File: src/rtl/uart_tx_sched_if.sv
// Handshake bundle between the byte sources, the scheduler and the serializer.
interface uart_tx_sched_if #(
  parameter int NREQ = 3
);
  logic [NREQ-1:0]   req_valid;
  logic [NREQ*8-1:0] req_data;
  logic [NREQ-1:0]   req_last;
  logic [NREQ-1:0]   req_ready;
  logic [NREQ-1:0]   grant;
  logic [7:0]        tx_din;
  logic              tx_start;
  logic              tx_done;
  logic              busy;

  // Byte sources and serializer: drive requests and the done pulse.
  modport master (output req_valid, req_data, req_last, tx_done,
                  input  req_ready, grant, tx_din, tx_start, busy);

  // Scheduler: accepts bytes and drives the serializer.
  modport slave  (input  req_valid, req_data, req_last, tx_done,
                  output req_ready, grant, tx_din, tx_start, busy);
endinterface

File: src/rtl/uart_tx_sched.sv
// Round-robin scheduler sharing one UART byte serializer among NREQ sources.
// A source that sends a byte without its last flag keeps the serializer
// (lock) until it sends a byte flagged last. An optional idle gap follows
// every completed byte.
//
// state | meaning
// IDLE  | arbitrate; the winner sees req_ready for one cycle (the transfer)
// WAIT  | byte handed to serializer, waiting for tx_done
// GAP   | inter-byte idle time, gap counter counts down to zero
module uart_tx_sched #(
  parameter int NREQ       = 3,
  parameter int GAP_CYCLES = 16,
  parameter int GAP_W      = 8
) (
  input  logic            clk,
  input  logic            rst,
  uart_tx_sched_if.slave  bus
);

  localparam int IDX_W = (NREQ > 1) ? $clog2(NREQ) : 1;

  typedef enum logic [1:0] {IDLE, WAIT, GAP} state_t;

  state_t           state_q;
  logic [IDX_W-1:0] rr_ptr_q;
  logic [IDX_W-1:0] owner_q;
  logic             lock_q;
  logic [GAP_W-1:0] gap_cnt_q;
  logic [NREQ-1:0]  grant_q;
  logic [7:0]       tx_din_q;
  logic             tx_start_q;

  logic             win_vld_d;
  logic [IDX_W-1:0] win_idx_d;
  logic [NREQ-1:0]  ready_d;
  logic [7:0]       win_data_d;

  // Pick the winner: the locked owner only, else the first valid after rr_ptr.
  // Walking the offsets downward lets the smallest offset overwrite the rest.
  always_comb begin
    win_vld_d = 1'b0;
    win_idx_d = '0;
    if (state_q == IDLE) begin
      if (lock_q) begin
        win_vld_d = bus.req_valid[owner_q];
        win_idx_d = owner_q;
      end else begin
        for (int k = NREQ; k >= 1; k--) begin
          if (bus.req_valid[(int'(rr_ptr_q) + k) % NREQ]) begin
            win_vld_d = 1'b1;
            win_idx_d = IDX_W'((int'(rr_ptr_q) + k) % NREQ);
          end
        end
      end
    end
  end

  // One-hot accept strobe for the winner; doubles as the next grant value.
  always_comb begin
    ready_d = '0;
    if (win_vld_d) ready_d[win_idx_d] = 1'b1;
  end

  assign win_data_d    = bus.req_data[8*int'(win_idx_d) +: 8];
  assign bus.req_ready = ready_d;
  assign bus.grant     = grant_q;
  assign bus.tx_din    = tx_din_q;
  assign bus.tx_start  = tx_start_q;
  assign bus.busy      = (state_q != IDLE);

  // Scheduler FSM with registered serializer outputs.
  always_ff @(posedge clk or posedge rst) begin
    if (rst) begin
      state_q    <= IDLE;
      rr_ptr_q   <= IDX_W'(NREQ - 1);
      owner_q    <= '0;
      lock_q     <= 1'b0;
      gap_cnt_q  <= '0;
      grant_q    <= '0;
      tx_din_q   <= '0;
      tx_start_q <= 1'b0;
    end else begin
      tx_start_q <= 1'b0;
      case (state_q)
        IDLE: begin
          if (win_vld_d) begin
            tx_din_q   <= win_data_d;
            tx_start_q <= 1'b1;
            owner_q    <= win_idx_d;
            grant_q    <= ready_d;
            rr_ptr_q   <= win_idx_d;
            lock_q     <= ~bus.req_last[win_idx_d];
            state_q    <= WAIT;
          end
        end
        WAIT: begin
          // A done coincident with our own start pulse cannot be for this byte.
          if (bus.tx_done && !tx_start_q) begin
            if (GAP_CYCLES == 0) begin
              state_q <= IDLE;
              if (!lock_q) grant_q <= '0;
            end else begin
              gap_cnt_q <= GAP_W'(GAP_CYCLES - 1);
              state_q   <= GAP;
            end
          end
        end
        GAP: begin
          if (gap_cnt_q == '0) begin
            state_q <= IDLE;
            if (!lock_q) grant_q <= '0;
          end else begin
            gap_cnt_q <= gap_cnt_q - 1'b1;
          end
        end
        default: state_q <= IDLE;
      endcase
    end
  end

endmodule

File: src/flat_wrapper.sv
// flat-port wrapper written by rule: the top's interface ports become plain ports
module uart_tx_sched_flat 
#(
  parameter int NREQ       = 3,
  parameter int GAP_CYCLES = 16,
  parameter int GAP_W      = 8
)
  (clk, rst, bus_req_valid, bus_req_data, bus_req_last, bus_tx_done, bus_req_ready, bus_grant, bus_tx_din, bus_tx_start, bus_busy);
  uart_tx_sched_if #(.NREQ(NREQ)) bus_i ();
  input  logic clk;
  input  logic rst;
  input wire logic [$bits(bus_i.req_valid)-1:0] bus_req_valid;
  input wire logic [$bits(bus_i.req_data)-1:0] bus_req_data;
  input wire logic [$bits(bus_i.req_last)-1:0] bus_req_last;
  input wire logic [$bits(bus_i.tx_done)-1:0] bus_tx_done;
  output wire logic [$bits(bus_i.req_ready)-1:0] bus_req_ready;
  output wire logic [$bits(bus_i.grant)-1:0] bus_grant;
  output wire logic [$bits(bus_i.tx_din)-1:0] bus_tx_din;
  output wire logic [$bits(bus_i.tx_start)-1:0] bus_tx_start;
  output wire logic [$bits(bus_i.busy)-1:0] bus_busy;
  assign bus_i.req_valid = bus_req_valid;
  assign bus_i.req_data = bus_req_data;
  assign bus_i.req_last = bus_req_last;
  assign bus_i.tx_done = bus_tx_done;
  assign bus_req_ready = bus_i.req_ready;
  assign bus_grant = bus_i.grant;
  assign bus_tx_din = bus_i.tx_din;
  assign bus_tx_start = bus_i.tx_start;
  assign bus_busy = bus_i.busy;
  uart_tx_sched #(.NREQ(NREQ), .GAP_CYCLES(GAP_CYCLES), .GAP_W(GAP_W)) u_core (.clk(clk), .rst(rst), .bus(bus_i));
endmodule
File: config.mk
export PLATFORM = sky130hd
export DESIGN_NAME = uart_tx_sched_flat
export DESIGN_NICKNAME = d
export VERILOG_FILES = /design/src/rtl/uart_tx_sched_if.sv /design/src/rtl/uart_tx_sched.sv /design/src/flat_wrapper.sv
export SDC_FILE = /design/constraint.sdc
export NUM_CORES = 1
export LEC_CHECK = 0
export ABC_AREA = 1
export ABC_CLOCK_PERIOD_IN_PS = 3000
export CAP_MARGIN = 25
export CELL_PAD_IN_SITES_DETAIL_PLACEMENT = 0
export CELL_PAD_IN_SITES_GLOBAL_PLACEMENT = 1
export CORE_MARGIN = 2
export CORE_UTILIZATION = 44
export DETAILED_ROUTE_END_ITERATION = 8
export DONT_BUFFER_PORTS = 1
export PLACE_DENSITY = 0.9
export REMOVE_ABC_BUFFERS = 1
export SYNTH_ARGS = -nofsm -noshare
export SYNTH_HDL_FRONTEND = slang
export SYNTH_SLANG_ARGS = --single-unit
File: constraint.sdc
create_clock -name clk -period 3 [get_ports clk]
set_clock_uncertainty 0.2 [all_clocks]
set_input_delay 0.3 -clock clk [delete_from_list [all_inputs] [get_ports clk]]
set_output_delay 0.3 -clock clk [all_outputs]
set_load 0.02 [all_outputs]
==> results.yml, run 1 <==
status:
  status: "completed"
global_routing:
  antenna_found_initial: 0
  grt_pass1_vias: 1606
  grt_pass1_wl_um: 7350
  overflow: 0
  grt_start_max_net_pins: 27
  grt_usage_pct: 18.2
cts:
  clk-insertion-delay-late_ps: 270
  cts_buffer_depth: 2
  cts_root_buffer: "clkbuf_8"
  cts_tree: "done"
  numCtsBuffers: 3
  cts.sinks: 26
  clk_pin_slew_worst_paths_ps: 90
  htreeDepth: 1
logic_synthesis:
  synth-adder-area-share_pct: 4.67
  syn_area_sq_mm: 0.00188
  muxShareOfSynthArea_pct: 0
  synthXorXnorAreaFrac_pct: 1.87
  syn_inst: 265
  synth_simple_gate_area_share_pct: 36.6
  synth-edff-count: 0
  ys_types: 33
  seq_area_frac_synth_pct: 34.8
  synth-compound-area-share_pct: 8.01
  yosys_warnings: 0
  synth-seq-cells: 26
  synth_area_per_cell_sq_um: 7.08
  yosys_most_used_dff: "dfrtp_1"
  synth_top_family_by_area: "simple AND/OR/NAND/NOR gates"
  synthArstFlopShare_pct: 100
sta:
  tightest_slew_ps: 474
  rsz0062_at_grt: "no"
  period_share_pct: 92.6
  slew_viol_final: 0
  fin_ws_ps: 222
  post-route-min-period_ps: 2780
  fmax_mhz: 360
  hold_viol_final: 0
  slew_headroom_pct: 68.4
  setup_viol: 0
  setup_tns_ps: 0
min_path:
  whs_endpoint: "u_core.bus.tx_din[2]"
  hold_depth: 4
  hp-start: "bus_req_data[10]"
  hold_path.class: "in2reg"
worst_setup_path:
  reg2reg_depth: 14
  startpoint: "u_core.owner_q[0]"
  path_class: "reg2out"
  r2r_start: "u_core.owner_q[0]"
  ff2ff_setup_slack_ps: 640
  startpoint_type: "flip-flop"
  r2r-end: "u_core.bus.tx_din[1]"
  cp-end-kind: "output port"
  worstPathRequired_ps: 2500
  worstPathArrival_ps: 2280
  critPathMaxFanout: 12
detailed_routing:
  avgViaCountPerCell: 5.11
  firstDrtPassIters: 4
  postRouteAntennaNets: 0
  drc: 0
  wl_um: 4170
  via_count: 1639
  wl_per_cell_um: 13.0
  drtIter0Drc: 99
final_layout:
  design_area_sq_mm: 0.00204
  drive_gt1_share_pct: 12.5
  antennaDiodeCount: 0
  final_nets: 312
  syn2layout_area_growth_pct: 8.74
floorplan:
  top_level_ports: 49
  initial_core_util_pct: 46.2
  fp.coreArea_sq_mm: 0.00406
  die_w_um: 69.3
  rows: 23
  die-area_sq_mm: 0.00480
  die_height_um: 69.3
place:
  port_buffers: 0
  dpl.hpwl_um: 3200
  pre_cts_slack_ps: 362
  place_area_sq_mm: 0.00191
  gp_congestion: 0.854
power:
  p_leak_nw: 1.08
  power_frac_clock_pct: 10.2
  p_int_mw: 1.06
  power_density_mw_per_mm2: 1100
  p_sw_mw: 1.19
  power_frac_comb_pct: 59.3
  irDropWorstVdd_uv: 474
  switching_share_pct: 53.0
  seq_power_share_pct: 30.5
run:
  drv_cap: 0
final cells by class:
type	count	area, sq um
Tap cell	50	62.6
Inverter	55	206
Sequential cell	26	652
Clock buffer	4	55.1
Timing Repair Buffer	8	82.6
Fill cell	396	2020
Multi-Input combinational cell	178	981
registers in the layout, summed over array words and instances (netlist names):
register,cells
u_core.bus.grant,3
u_core.bus.tx_din,8
u_core.bus.tx_start,1
u_core.gap_cnt_q,8
u_core.lock_q,1
u_core.owner_q,2
u_core.rr_ptr_q,1
u_core.state_q,2
what timing repair did:
action / 4_1_cts / 5_1_grt
hold endpoints to repair: 25 / 0
gates resized for setup: 0 / 2
setup endpoints to repair: 0 / 3
hold buffers: 1 / 0
buffers inserted: 0 / 2
critical path, stage by stage, from the launching register on:
cell	delay, ps
dfrtp_1	410
inv_1	180
ha_4	250
inv_2	90
nand2_1	70
nand3_1	100
a21oi_1	80
nor2_2	120
nand2_4	120
nand2_8	120
clkinv_1	90
nor3_1	190
buf_4	180
cells in the mapped netlist, types with 2 or more instances:
library cell  number  area (sq um)
buf_6              4          45.0
nand2_2            3          18.8
o21ai_0            7          35.0
inv_2              7          26.3
nand4_1           11          68.8
xor2_1             4          35.0
a21oi_1            3          15.0
nand2_1           65           244
nand3_1           29           145
nand3b_1           9          67.6
dfrtp_1           25           626
ha_1               7          87.6
nand2_4            3          33.8
inv_1             47           176
o21ai_1            4          20.0
o31ai_1            2          15.0
nor2_1            16          60.1
nor3_1             3          15.0
a21oi_2            2          17.5
through the flow:
step	total power, mW	cells	utilization [%]	hold slack [ps]
after floorplan	1.65	259	-	139
after global placement	1.95	313	47.1	281
after detailed placement	1.97	313	47.1	282
after CTS	2.21	318	48.7	80.7
after global routing	2.48	321	50.3	76.4
final	2.25	321	50.3	83.6
worst max path at each step:
stage / endpoint / cells past startpoint
after floorplan: bus_req_ready[0] / 11
after global placement: bus_req_ready[0] / 12
after detailed placement: bus_req_ready[0] / 12
after CTS: bus_req_ready[0] / 12
after global routing: bus_req_ready[0] / 13
final: bus_req_ready[0] / 12
placed cells by master (no fill, tap or decap):
cell type,instances
or2_2,1
nor2_1,16
o21ai_0,7
o21ai_2,1
nor2_4,1
dlygate4sd3_1,1
nor3_1,3
nand4_1,11
nand2_1,65
a21boi_1,1
inv_1,47
dfrtp_1,25
clkinv_1,1
o211ai_1,1
ha_4,1
clkbuf_8,4
dfstp_2,1
buf_16,1
nand3_1,29
inv_2,7
o21ai_1,4
nor2_2,1
nand2_8,1
nand2_2,3
a21boi_2,1
o22ai_1,1
a21oi_2,2
buf_4,6
nand3_2,1
o31ai_1,2
ha_1,6
xor2_1,4
nand3b_1,9
a31oi_1,1
nand2_4,2
a21oi_1,3
layer usage:
layer | global-route usage [%] | part of all wire [%]
met1 | 24.8 | 48
met2 | 29.6 | 45
met3 | 4.80 | 7.1
met4 | 2.83 | 0.60
met5 | 0 | 0
power by group through the flow:
stage	logic, mW	clock network [mW]	registers [mW]
2_1_floorplan	0.987	0	0.660
5_1_grt	1.53	0.253	0.701
3_5_place_dp	1.28	0	0.689
4_1_cts	1.29	0.237	0.683
6_report	1.33	0.230	0.685
3_3_place_gp	1.27	0	0.685
logic make-up (layout without fill, tap and decap cells):
group | count (synthesis) | count (layout)
compound gates | 24 | 24
xor+xnor | 4 | 4
simple gates | 143 | 143
fa+ha+maj | 7 | 7
flops | 26 | 26
buf+inv | 61 | 67
Power figures use the tool's default switching activity.
==> inputs of run 2 (changes only) <==
Settings changed: ABC_AREA 1 to default, CORE_UTILIZATION 44 to 47, PLACE_DENSITY 0.9 to 0.91, REMOVE_ABC_BUFFERS 1 to default.
==> run 2 against run 1 <==
Net effect:
- flip-flop and latch count unchanged
- routed wire length down 3.7%
- non-clock buffer count up 23
- largest cell class unchanged
- largest power group unchanged
==> results.yml, run 2 <==
sta:
  fmax_mhz: 349
  setup_tns_ps: 0
  fin_ws_ps: 136
  post-route-min-period_ps: 2860
  slew_headroom_pct: 56.8
  setup_viol: 0
  slew_viol_final: 0
  hold_viol_final: 0
  tightest_slew_ps: 643
  worst_hold_slack_ps: 3.68
  period_share_pct: 95.5
floorplan:
  die_w_um: 63.6
  top_level_ports: 49
  fp.coreArea_sq_mm: 0.00336
  rows: 21
  die_height_um: 63.6
  die-area_sq_mm: 0.00404
  initial_core_util_pct: 49.6
logic_synthesis:
  ys_types: 46
  yosys_warnings: 0
  synth_top_family_by_area: "compound AO/OA/AOI/OAI gates"
  syn_inst: 176
  synth_area_leaders: "dfrtp_1 38%, mux2i_1 6.6%, inv_1 5.6%"
  synthArstFlopShare_pct: 100
  synth-edff-count: 0
  synth_top_area_share_pct: 37.5
  yosys_most_used_dff: "dfrtp_1"
  synth.net_count: 216
  yosys.area.top_type: "dfrtp_1"
  syn_area_sq_mm: 0.00167
  muxShareOfSynthArea_pct: 7.95
  seq_area_frac_synth_pct: 39.1
  synth_area_per_cell_sq_um: 9.48
  synth_simple_gate_area_share_pct: 16.9
  synth-compound-area-share_pct: 22.7
  synthXorXnorAreaFrac_pct: 0
  synth-adder-area-share_pct: 5.25
  synth-seq-cells: 26
  synth_common_cells: "25 x dfrtp_1, 25 x inv_1, 11 x mux2i_1, 11 x nand3_1, 10 x nor2_1"
place:
  place_inst: 219
  gp_congestion: 0.889
  dpl.hpwl_um: 2740
  port_buffers: 0
  pre_cts_slack_ps: 479
global_routing:
  grt_pass1_wl_um: 6700
  grt_start_max_net_pins: 27
  antenna_found_initial: 0
  grt_pass1_vias: 1497
  grt_usage_pct: 20.8
  overflow: 0
worst_setup_path:
  r2r_start: "u_core.owner_q[0]"
  worstPathArrival_ps: 2360
  startpoint: "u_core.owner_q[0]"
  cp-end-kind: "output port"
  worstPathRequired_ps: 2500
  path_class: "reg2out"
  critPathMaxFanout: 10
  startpoint_type: "flip-flop"
cts:
  htreeDepth: 1
  cts_tree: "done"
  cts.sinks: 26
  numCtsBuffers: 3
  cts_root_buffer: "clkbuf_4"
  clk_pin_slew_worst_paths_ps: 140
  cts_buffer_depth: 2
  clk-insertion-delay-late_ps: 320
status:
  status: "completed"
detailed_routing:
  firstDrtPassIters: 4
  postRouteAntennaNets: 0
  wl_um: 4010
  drtIter0Drc: 56
  wl_per_cell_um: 16.1
  drc: 0
  avgViaCountPerCell: 5.89
  via_count: 1467
min_path:
  hold_path.class: "in2reg"
  hp-start: "bus_req_data[0]"
final_layout:
  layout_common_cells: "25 x inv_1, 24 x dfrtp_1, 17 x dlygate4sd3_1"
  syn2layout_area_growth_pct: 21.6
  fillers: 306
  drive_gt1_share_pct: 16.7
  final_common_cell: "inv_1"
  final_nets: 244
  antennaDiodeCount: 0
  final_cells: 249
  final_util_pct: 60.3
power:
  irDropWorstVdd_uv: 698
  p_leak_nw: 0.886
  power_density_mw_per_mm2: 1030
run:
  drv_cap: 0
[run 2: final timing paths]
check | slack (ps) | cells past startpoint | to
max in group asynchronous | 2080 | 3 | u_core.rr_ptr_q[1]
min in group asynchronous | 100 | 2 | u_core.bus.tx_din[6]
worst min register to register | 320 | 1 | u_core.gap_cnt_q[5]
worst max-delay path | 140 | 6 | bus_req_ready[1]
worst max register to register | 160 | 9 | u_core.bus.tx_din[4]
worst min-delay path | 4 | 2 | u_core.bus.tx_din[0]
[run 2: what timing repair did]
action                     in CTS  in global routing
hold endpoints to repair       34                  0
setup buffers                   0                  8
hold buffers                   17                  0
setup endpoints to repair       0                  4
gates resized for setup         0                  4
[run 2: final cells by class]
cell class	instances	area, sq um	area share (%)
inverters	26	97.6	4.81
flip-flops and latches	26	653	32.2
clock buffers	4	36.3	1.79
multi-input cells	116	885	43.6
repair buffers	31	299	14.7
well taps	46	57.6	2.84
[run 2: kinds of logic after synthesis]
family / after synthesis
AO/OA/AOI/OAI: 49
AND/OR/NAND/NOR: 47
buffers and inverters: 34
flip-flops: 26
multiplexers: 13
adder cells (fa/ha/maj): 7
[run 2: critical path, stage by stage (launching register included)]
cell and delay (ps):
dfrtp_2 470, inv_1 90, ha_2 330, and4bb_1 270, o31ai_1 70, a31oi_2 300, nor2b_1 530
[run 2: layer usage]
metal  up-vias  wire length (um)  part of all wire [%]  track usage, %
met2        54              2030                    51            36.3
met1       720              1700                    42            26.2
li1        691                 -                     -               -
met4         0                25                  0.62            4.62
met3         2               260                   6.5            4.64
met5         -                 0                     0               0
[run 2: through the flow]
step,power [mW],area (sq um)
final,2.08,2030
after global routing,2.25,2030
after CTS,1.95,1930
after detailed placement,1.74,1720
after global placement,1.69,1720
after floorplan,1.51,1670
[run 2: power breakdown]
part | leakage, nW | internal (mW) | switching [mW] | total, mW
Clock | 0.0210 | 0.0741 | 0.101 | 0.176
Combinational | 0.553 | 0.553 | 0.676 | 1.23
Sequential | 0.312 | 0.481 | 0.193 | 0.674
